<file path="src/rtl/prog_loader.sv">
// Host-link image loader: receives a length-prefixed byte frame and writes it as
// 64-bit little-endian words into IM/DM, holding the CPU in reset until done.
module prog_loader #(
  parameter int                ADDR_W    = 16,
  parameter logic [ADDR_W-1:0] BASE_ADDR = '0
) (
  input  logic              clk,
  input  logic              rst,
  input  logic              s_valid,
  input  logic [7:0]        s_data,
  output logic              s_ready,
  output logic              mem_we,
  output logic [ADDR_W-1:0] mem_addr,
  output logic [63:0]       mem_wdata,
  output logic [7:0]        mem_wstrb,
  output logic              cpu_rst,
  output logic              load_done
);

  typedef enum logic [2:0] {LEN0, LEN1, DATA, WRITE, DONE} state_t;

  state_t            r_state, w_state_next;
  logic [15:0]       r_len, w_len_next;
  logic [15:0]       r_count, w_count_next;
  logic [3:0]        r_offset, w_offset_next;
  logic [ADDR_W-1:0] r_addr, w_addr_next;
  logic [63:0]       r_wdata, w_wdata_next;
  logic [7:0]        r_wstrb, w_wstrb_next;
  logic              r_s_ready, r_mem_we, r_cpu_rst, r_load_done;
  logic              w_xfer;

  assign w_xfer = s_valid & r_s_ready;

  always_comb begin
    w_state_next  = r_state;
    w_len_next    = r_len;
    w_count_next  = r_count;
    w_offset_next = r_offset;
    w_addr_next   = r_addr;
    w_wdata_next  = r_wdata;
    w_wstrb_next  = r_wstrb;
    case (r_state)
      LEN0: begin
        if (w_xfer) begin
          w_len_next[7:0] = s_data;
          w_state_next    = LEN1;
        end
      end
      LEN1: begin
        if (w_xfer) begin
          w_len_next[15:8] = s_data;
          if ({s_data, r_len[7:0]} == 16'd0) begin
            w_state_next = DONE;
          end else begin
            w_addr_next   = BASE_ADDR;
            w_offset_next = 4'd0;
            w_count_next  = 16'd0;
            w_wdata_next  = '0;
            w_wstrb_next  = '0;
            w_state_next  = DATA;
          end
        end
      end
      DATA: begin
        if (w_xfer) begin
          w_wdata_next[{r_offset[2:0], 3'b000} +: 8] = s_data;
          w_wstrb_next[r_offset[2:0]]                = 1'b1;
          w_offset_next = r_offset + 4'd1;
          w_count_next  = r_count + 16'd1;
          // Flush on a full word or on the last payload byte (partial word).
          if (w_offset_next == 4'd8 || w_count_next == r_len) begin
            w_state_next = WRITE;
          end
        end
      end
      WRITE: begin
        if (r_count == r_len) begin
          w_state_next = DONE;
        end else begin
          w_addr_next   = r_addr + ADDR_W'(8);
          w_offset_next = 4'd0;
          w_wdata_next  = '0;
          w_wstrb_next  = '0;
          w_state_next  = DATA;
        end
      end
      DONE: begin
        w_state_next = DONE;
      end
      default: begin
        w_state_next = LEN0;
      end
    endcase
  end

  always_ff @(posedge clk or posedge rst) begin
    if (rst) begin
      r_state     <= LEN0;
      r_len       <= '0;
      r_count     <= '0;
      r_offset    <= '0;
      r_addr      <= '0;
      r_wdata     <= '0;
      r_wstrb     <= '0;
      r_s_ready   <= 1'b0;
      r_mem_we    <= 1'b0;
      r_cpu_rst   <= 1'b1;
      r_load_done <= 1'b0;
    end else begin
      r_state     <= w_state_next;
      r_len       <= w_len_next;
      r_count     <= w_count_next;
      r_offset    <= w_offset_next;
      r_addr      <= w_addr_next;
      r_wdata     <= w_wdata_next;
      r_wstrb     <= w_wstrb_next;
      // Ready and write-enable track the state being entered, so they line up with it.
      r_s_ready   <= (w_state_next == LEN0) || (w_state_next == LEN1) || (w_state_next == DATA);
      r_mem_we    <= (w_state_next == WRITE);
      r_cpu_rst   <= (r_state != DONE);
      r_load_done <= (r_state == DONE);
    end
  end

  assign s_ready   = r_s_ready;
  assign mem_we    = r_mem_we;
  assign mem_addr  = r_addr;
  assign mem_wdata = r_wdata;
  assign mem_wstrb = r_wstrb;
  assign cpu_rst   = r_cpu_rst;
  assign load_done = r_load_done;

endmodule

</file>
<file path="config.mk">
export PLATFORM = sky130hd
export DESIGN_NAME = prog_loader
export DESIGN_NICKNAME = d
export VERILOG_FILES = /design/src/rtl/prog_loader.sv
export SDC_FILE = /design/constraint.sdc
export NUM_CORES = 1
export LEC_CHECK = 0
export ABC_CLOCK_PERIOD_IN_PS = 12800
export BUFFER_PORTS_ARGS = -buffer_cell sky130_fd_sc_hd__buf_2
export CORE_UTILIZATION = 45
export DETAILED_ROUTE_END_ITERATION = 10
export PLACE_DENSITY_LB_ADDON = 0.08
export SYNTH_ARGS = -nofsm -noshare
export SYNTH_HDL_FRONTEND = slang
export SYNTH_SLANG_ARGS = --single-unit
</file>
<file path="constraint.sdc">
create_clock -name clk -period 12.8 [get_ports clk]
set_clock_uncertainty 0.2 [all_clocks]
set_input_delay 1.92 -clock clk [delete_from_list [all_inputs] [get_ports clk]]
set_output_delay 1.92 -clock clk [all_outputs]
set_load 0.01 [all_outputs]
</file>
==> impl_metrics.toml, run 1 <==
[status]
outcome = "completed"

[timing]
setup_violations = 0
relSlewSlack_pct = 33.0
max_freq_mhz = 209
tns_ns = 0
slew_viol_final = 0
rsz0062_at_grt = "no"
finalHoldViolCount = 0
period_minus_slack_ns = 4.78
whs_ns = 0.287
worst_pin_slew_ns = 1.00
period_share_pct = 37.3

[clock_tree]
postCtsSetupBuffers = 0
cts_sinks = 128
ctsRootBufferMaster = "clkbuf_16"
clkTransAtPathRegs_ns = 0.06
cts_buffer_depth = 2
hold_buffers = 0
cts_made_buffers = 17
cts_tree = "yes"
ctsHtreeMaxLevel = 4
postCtsResizedCells = 0
clk_latency_ns = 0.42

[synth]
async_reset_ff_share_pct = 100
synth_edf_count = 0
yosysTopAreaCell = "dfrtp_1"
synth_compound_area_share_pct = 23.2
synth_area_um2 = 6290
seq_area_frac_synth_pct = 51.0
synth_fa_ha_area_share_pct = 1.59
yosys-top-cells-area = "dfrtp_1, a22o_1, nand2_1"
synth_mux_area_share_pct = 0.159
synthDistinctLibCells = 64
synth_ff_type = "dfrtp_1"
ys_ff_latch = 128
synth_top_family_by_area = "compound AO/OA/AOI/OAI gates"
synth-simple-area-share_pct = 14.4
yosysTopAreaCellShare_pct = 50.5
syn_avg_cell_area_um2 = 10.0
synth_xor_area_share_pct = 3.72
yosys_warnings = 0
synthCells = 626

[global_route]
grt_pass1_vias = 5128
grt_start_max_net_pins = 84
grt_overflow_total = 0
track_usage_pct = 24.6
antenna_found_initial = 0
grt_pass1_wl_um = 27500

[setup_path]
cp_num_cells = 8
cpMaxStageDelayCell = "nor2_1"
crit_family = "simple AND/OR/NAND/NOR gates"
r2r_end = "mem_wdata[9]"
critPathLaunchType = "input pin"
crit_path_end_kind = "flip-flop"
worstPathArrival_ns = 4.85
cp.required_ns = 12.87
path_max_fanout = 19
path_buf_inv = 2
reg2reg_depth = 7
rr_startpoint = "r_state[0]"
worstPathCellList = "buf_2 > nand3_2 > or3_1 > nor2_1 > nor2_2 > buf_4 > a21oi_1 > o22ai_1"
cp_slowest_stage_delay_ns = 0.78
reg2reg_setup_slack_ns = 9.10
path_class = "input pin to flip-flop"

[detailed_routing]
routed_via_density = 5.81
ant_nets = 0
drt-total-wl_um = 16700
wl_per_cell_um = 18.7
drtIter0Drc = 411
vias = 5188
drtPass1Iterations = 5
drc = 0

[place]
postPlaceCellArea_um2 = 6820
gp_congestion = 0.872
placed_cells = 861
port-buffer-count = 99
dp_hpwl_um = 11300

[worst_hold_path]
hold_start = "mem_wstrb[6]"
hold_path_class = "flip-flop to flip-flop"
hold_depth = 1
whs_endpoint = "mem_wstrb[6]"

[final_layout]
instances_no_fill = 893
drive_gt1_share_pct = 21.5
diodes = 0
area_growth_pct = 18.1
fin_nets = 723
final_cell_mix = "dfrtp_1, buf_2, nand2_1"
fin_area_um2 = 7430
final_common_cell = "dfrtp_1"

[run]
maxCapViolCount = 0

[floorplan]
die_h_um = 120
rows = 42
core-area_um2 = 13500
die_w_um = 120
die_area_um2 = 14400
io_pins = 103
start_util_pct = 46.7

[pwr]
irDropWorstVdd_uv = 79.1
cellPowerDensity_nw_per_um2 = 126
p_leak_nw = 3.41
cell usage after synthesis (all sizes together) (11+ instances only):
cell type and instances:
inv 36, buf 24, o22ai 23, a22o 33, nand2 69, clkbuf 23, nor2 29, xnor2 11
nand4 15, a32o 16, a21oi 22, dfrtp 127, nand3 18, o21ai 52, xor2 13
power by group:
group | leakage, nW | switching (mW) | internal, mW
Combinational | 1.47 | 0.0194 | 0.00734
Sequential | 1.65 | 0.00239 | 0.409
Clock | 0.289 | 0.178 | 0.321
stage by stage:
stage	worst slack [ns]	power [mW]	util, %
floorplan	7.27	0.434	-
CTS	8.06	0.944	55.2
finish	8.02	0.937	55.2
detailed placement	7.62	0.445	50.7
global route	7.77	0.967	55.2
global placement	7.72	0.445	50.7
cell type report:
class	count	area [µm²]
fillers	1236	6020
inverters	36	138
multi-input cells	417	2720
flip-flops and latches	128	3200
clock buffers	23	478
clock inverters	9	131
repair buffers	104	533
well taps	176	220
routing by layer:
metal	GRT usage [%]	share of wire, %
met1	34.5	47
met2	37.4	46
met3	5.85	5.9
met4	8.20	1.3
met5	0	0
how the worst max path moves through the flow:
stage | startpoint | endpoint | slack (ns)
6_report | s_valid | mem_wdata[9] | 8.02
5_1_grt | s_valid | mem_wdata[42] | 7.77
4_1_cts | s_valid | mem_wdata[9] | 8.06
3_5_place_dp | s_valid | mem_wdata[14] | 7.62
3_3_place_gp | s_valid | mem_wdata[11] | 7.72
2_1_floorplan | rst | load_done | 7.27
flip-flops by register name (all words and copies together) (netlist names):
| signal | flops |
|---|---|
| load_done | 1 |
| mem_wdata | 64 |
| mem_addr | 13 |
| r_offset | 4 |
| r_count | 16 |
| cpu_rst | 1 |
| mem_wstrb | 8 |
| r_state | 3 |
| r_len | 16 |
| mem_we | 1 |
| s_ready | 1 |
kinds of logic (layout without fill, tap and decap cells):
kind of cell	after synthesis	in the layout
compound gates	200	200
xor+xnor	25	25
fa+ha+maj	8	8
buf+inv	83	172
flops	128	128
mux	1	1
other cells	1	3
simple gates	180	180
No activity file was read; power rests on OpenSTA's default activity.
==> inputs of run 2 (changes only) <==
--- a/config.mk
+++ b/config.mk
@@ -5,7 +5,7 @@
 export SDC_FILE = /design/constraint.sdc
 export NUM_CORES = 1
 export LEC_CHECK = 0
-export ABC_CLOCK_PERIOD_IN_PS = 12800
+export ABC_CLOCK_PERIOD_IN_PS = 4650
 export BUFFER_PORTS_ARGS = -buffer_cell sky130_fd_sc_hd__buf_2
 export CORE_UTILIZATION = 45
 export DETAILED_ROUTE_END_ITERATION = 10
==> constraint.sdc (replaced) <==
create_clock -name clk -period 4.65 [get_ports clk]
set_clock_uncertainty 0.2 [all_clocks]
set_input_delay 0.6975 -clock clk [delete_from_list [all_inputs] [get_ports clk]]
set_output_delay 0.6975 -clock clk [all_outputs]
set_load 0.01 [all_outputs]
==> run 2 against run 1 <==
Net effect:
- largest power group unchanged
- via count is 1.5% higher
- die area stayed put
- hold slack worse by 0.065 ns
- non-clock buffer count is 4 higher
- largest cell class unchanged
- first-iteration DRC count is 0.24% lower
- design area is 1.0% higher
- register-to-register slack worse by 7.6 ns
- sequential power grew to 2.7 times the previous value
- critical path type is now flip-flop to flip-flop
- sequential share of layout area is 0.44 points lower
- combinational power grew to 2.8 times the previous value
- worst setup slack worse by 6.5 ns
==> impl_metrics.toml, run 2 (synthesis gave the netlist of run 1 again) <==
[timing]
relSlewSlack_pct = 44.1
tns_ns = 0
max_freq_mhz = 319
finalHoldViolCount = 0
period_share_pct = 67.4
worst_pin_slew_ns = 0.834
period_minus_slack_ns = 3.14
slew_viol_final = 0
setup_violations = 0
rsz0062_at_grt = "no"

[setup_path]
path_max_fanout = 10
reg2reg_setup_slack_ns = 1.51
crit_family = "simple AND/OR/NAND/NOR gates"
path_buf_inv = 0
path_class = "flip-flop to flip-flop"
crit_path_end_kind = "flip-flop"
rr_startpoint = "r_count[0]"
worstPathCellList = "ha_1 > nand3_1 > nor4_1 > o22ai_1 > a2111oi_0 > nand4_1 > and3b_1"
worstPathArrival_ns = 3.25
reg2reg_depth = 7
cpMaxStageDelayCell = "nor4_1"
crit_start = "r_count[0]"
cp.required_ns = 4.76
setup.worst_path.end = "s_ready"
r2r_end = "s_ready"
critPathLaunchType = "flip-flop"
cp_slowest_stage_delay_ns = 0.71
cp_num_cells = 7

[floorplan]
io_pins = 103
start_util_pct = 46.7
die_area_um2 = 14400
die_h_um = 120
rows = 42
die_w_um = 120
core-area_um2 = 13500

[pwr]
seq_power_share_pct = 42.7
clkPwrFrac_pct = 54.5
internal_power_mw = 2.10
irDropWorstVdd_uv = 223
p_sw_mw = 0.550
p_leak_nw = 3.46
power_frac_comb_pct = 2.8
cellPowerDensity_nw_per_um2 = 353
switching_share_pct = 20.7

[final_layout]
drive_gt1_share_pct = 21.9
diodes = 0
area_growth_pct = 19.4
fin_nets = 727
largest_register_ffs = 64
final_common_cell = "dfrtp_1"
instances_no_fill = 897
final_cell_mix = "dfrtp_1, buf_2, nand2_1"

[worst_hold_path]
hold_path_class = "input pin to asynchronous set/reset pin"

[global_route]
grt_start_max_net_pins = 66
grt_pass1_wl_um = 27200
grt_overflow_total = 0
grt_pass1_vias = 5088
antenna_found_initial = 0
track_usage_pct = 24.7

[clock_tree]
cts_buffer_depth = 2
clk_latency_ns = 0.42
cts_tree = "yes"
hold_buffers = 0
postCtsResizedCells = 0
clkTransAtPathRegs_ns = 0.06
postCtsSetupBuffers = 0
cts_sinks = 128
cts_made_buffers = 17
ctsHtreeMaxLevel = 4
ctsRootBufferMaster = "clkbuf_16"

[detailed_routing]
drtPass1Iterations = 5
vias = 5266
ant_nets = 0
drc = 0
wl_per_cell_um = 18.5
drtIter0Drc = 410
drt-total-wl_um = 16600
routed_via_density = 5.87

[place]
port-buffer-count = 99
dp_hpwl_um = 11200
placed_cells = 865
gp_congestion = 0.870

[status]
outcome = "completed"

[run]
maxCapViolCount = 0
-- run 2: cell types whose count changed in the layout (fill, tap and decap cells not counted), sizes merged --
cell and change:
clkinvlp -3, clkinv +1, bufinv +1, clkbuf +1, buf +4
-- run 2: area by class of cell --
class                   count  area [µm²]
flip-flops and latches    128        3200
inverters                  36         138
clock inverters             8         151
clock buffers              24         492
multi-input cells         417        2720
well taps                 176         220
fillers                  1211        5950
repair buffers            108         576
-- run 2: power by group through the flow --
stage / Clock [mW] / Combinational [mW] / Sequential, mW
finish: 1.45 / 0.0744 / 1.13
global route: 1.52 / 0.0835 / 1.13
CTS: 1.47 / 0.0768 / 1.13
detailed placement: 0 / 0.0770 / 1.15
global placement: 0 / 0.0755 / 1.15
floorplan: 0 / 0.0394 / 1.16
-- run 2: worst min path at each step --
stage | cells past startpoint | endpoint | slack, ns
global route | 2 | mem_wdata[45] | 0.29
finish | 2 | mem_wdata[45] | 0.22
global placement | 2 | mem_wstrb[5] | 0.27
detailed placement | 1 | mem_wstrb[3] | 0.28
floorplan | 2 | r_len[11] | 0.26
CTS | 2 | mem_wdata[45] | 0.26
-- run 2: per-layer routing --
layer	share of wire [%]	track usage (%)
met2	46	36.6
met4	1.8	10.1
met1	46	34.4
met3	6.4	6.13
met5	0	0
-- run 2: worst register-to-register path: stages (launching register included) --
cell       delay (ns)
dfrtp_1          0.45
ha_1             0.26
nand3_1          0.33
nor4_1           0.71
o22ai_1          0.20
a2111oi_0        0.40
nand4_1          0.24
and3b_1          0.23
-- run 2: through the flow --
stage | util (%) | power, mW | worst slack, ns | area, µm² | hold slack, ns
after floorplan | - | 1.19 | 0.342 | 6290 | 0.261
after global placement | 51.0 | 1.23 | 1.29 | 6860 | 0.269
after detailed placement | 51.0 | 1.23 | 1.19 | 6860 | 0.280
after CTS | 55.8 | 2.67 | 1.56 | 7500 | 0.256
after global routing | 55.8 | 2.74 | 1.30 | 7500 | 0.295
final | 55.8 | 2.65 | 1.51 | 7500 | 0.222
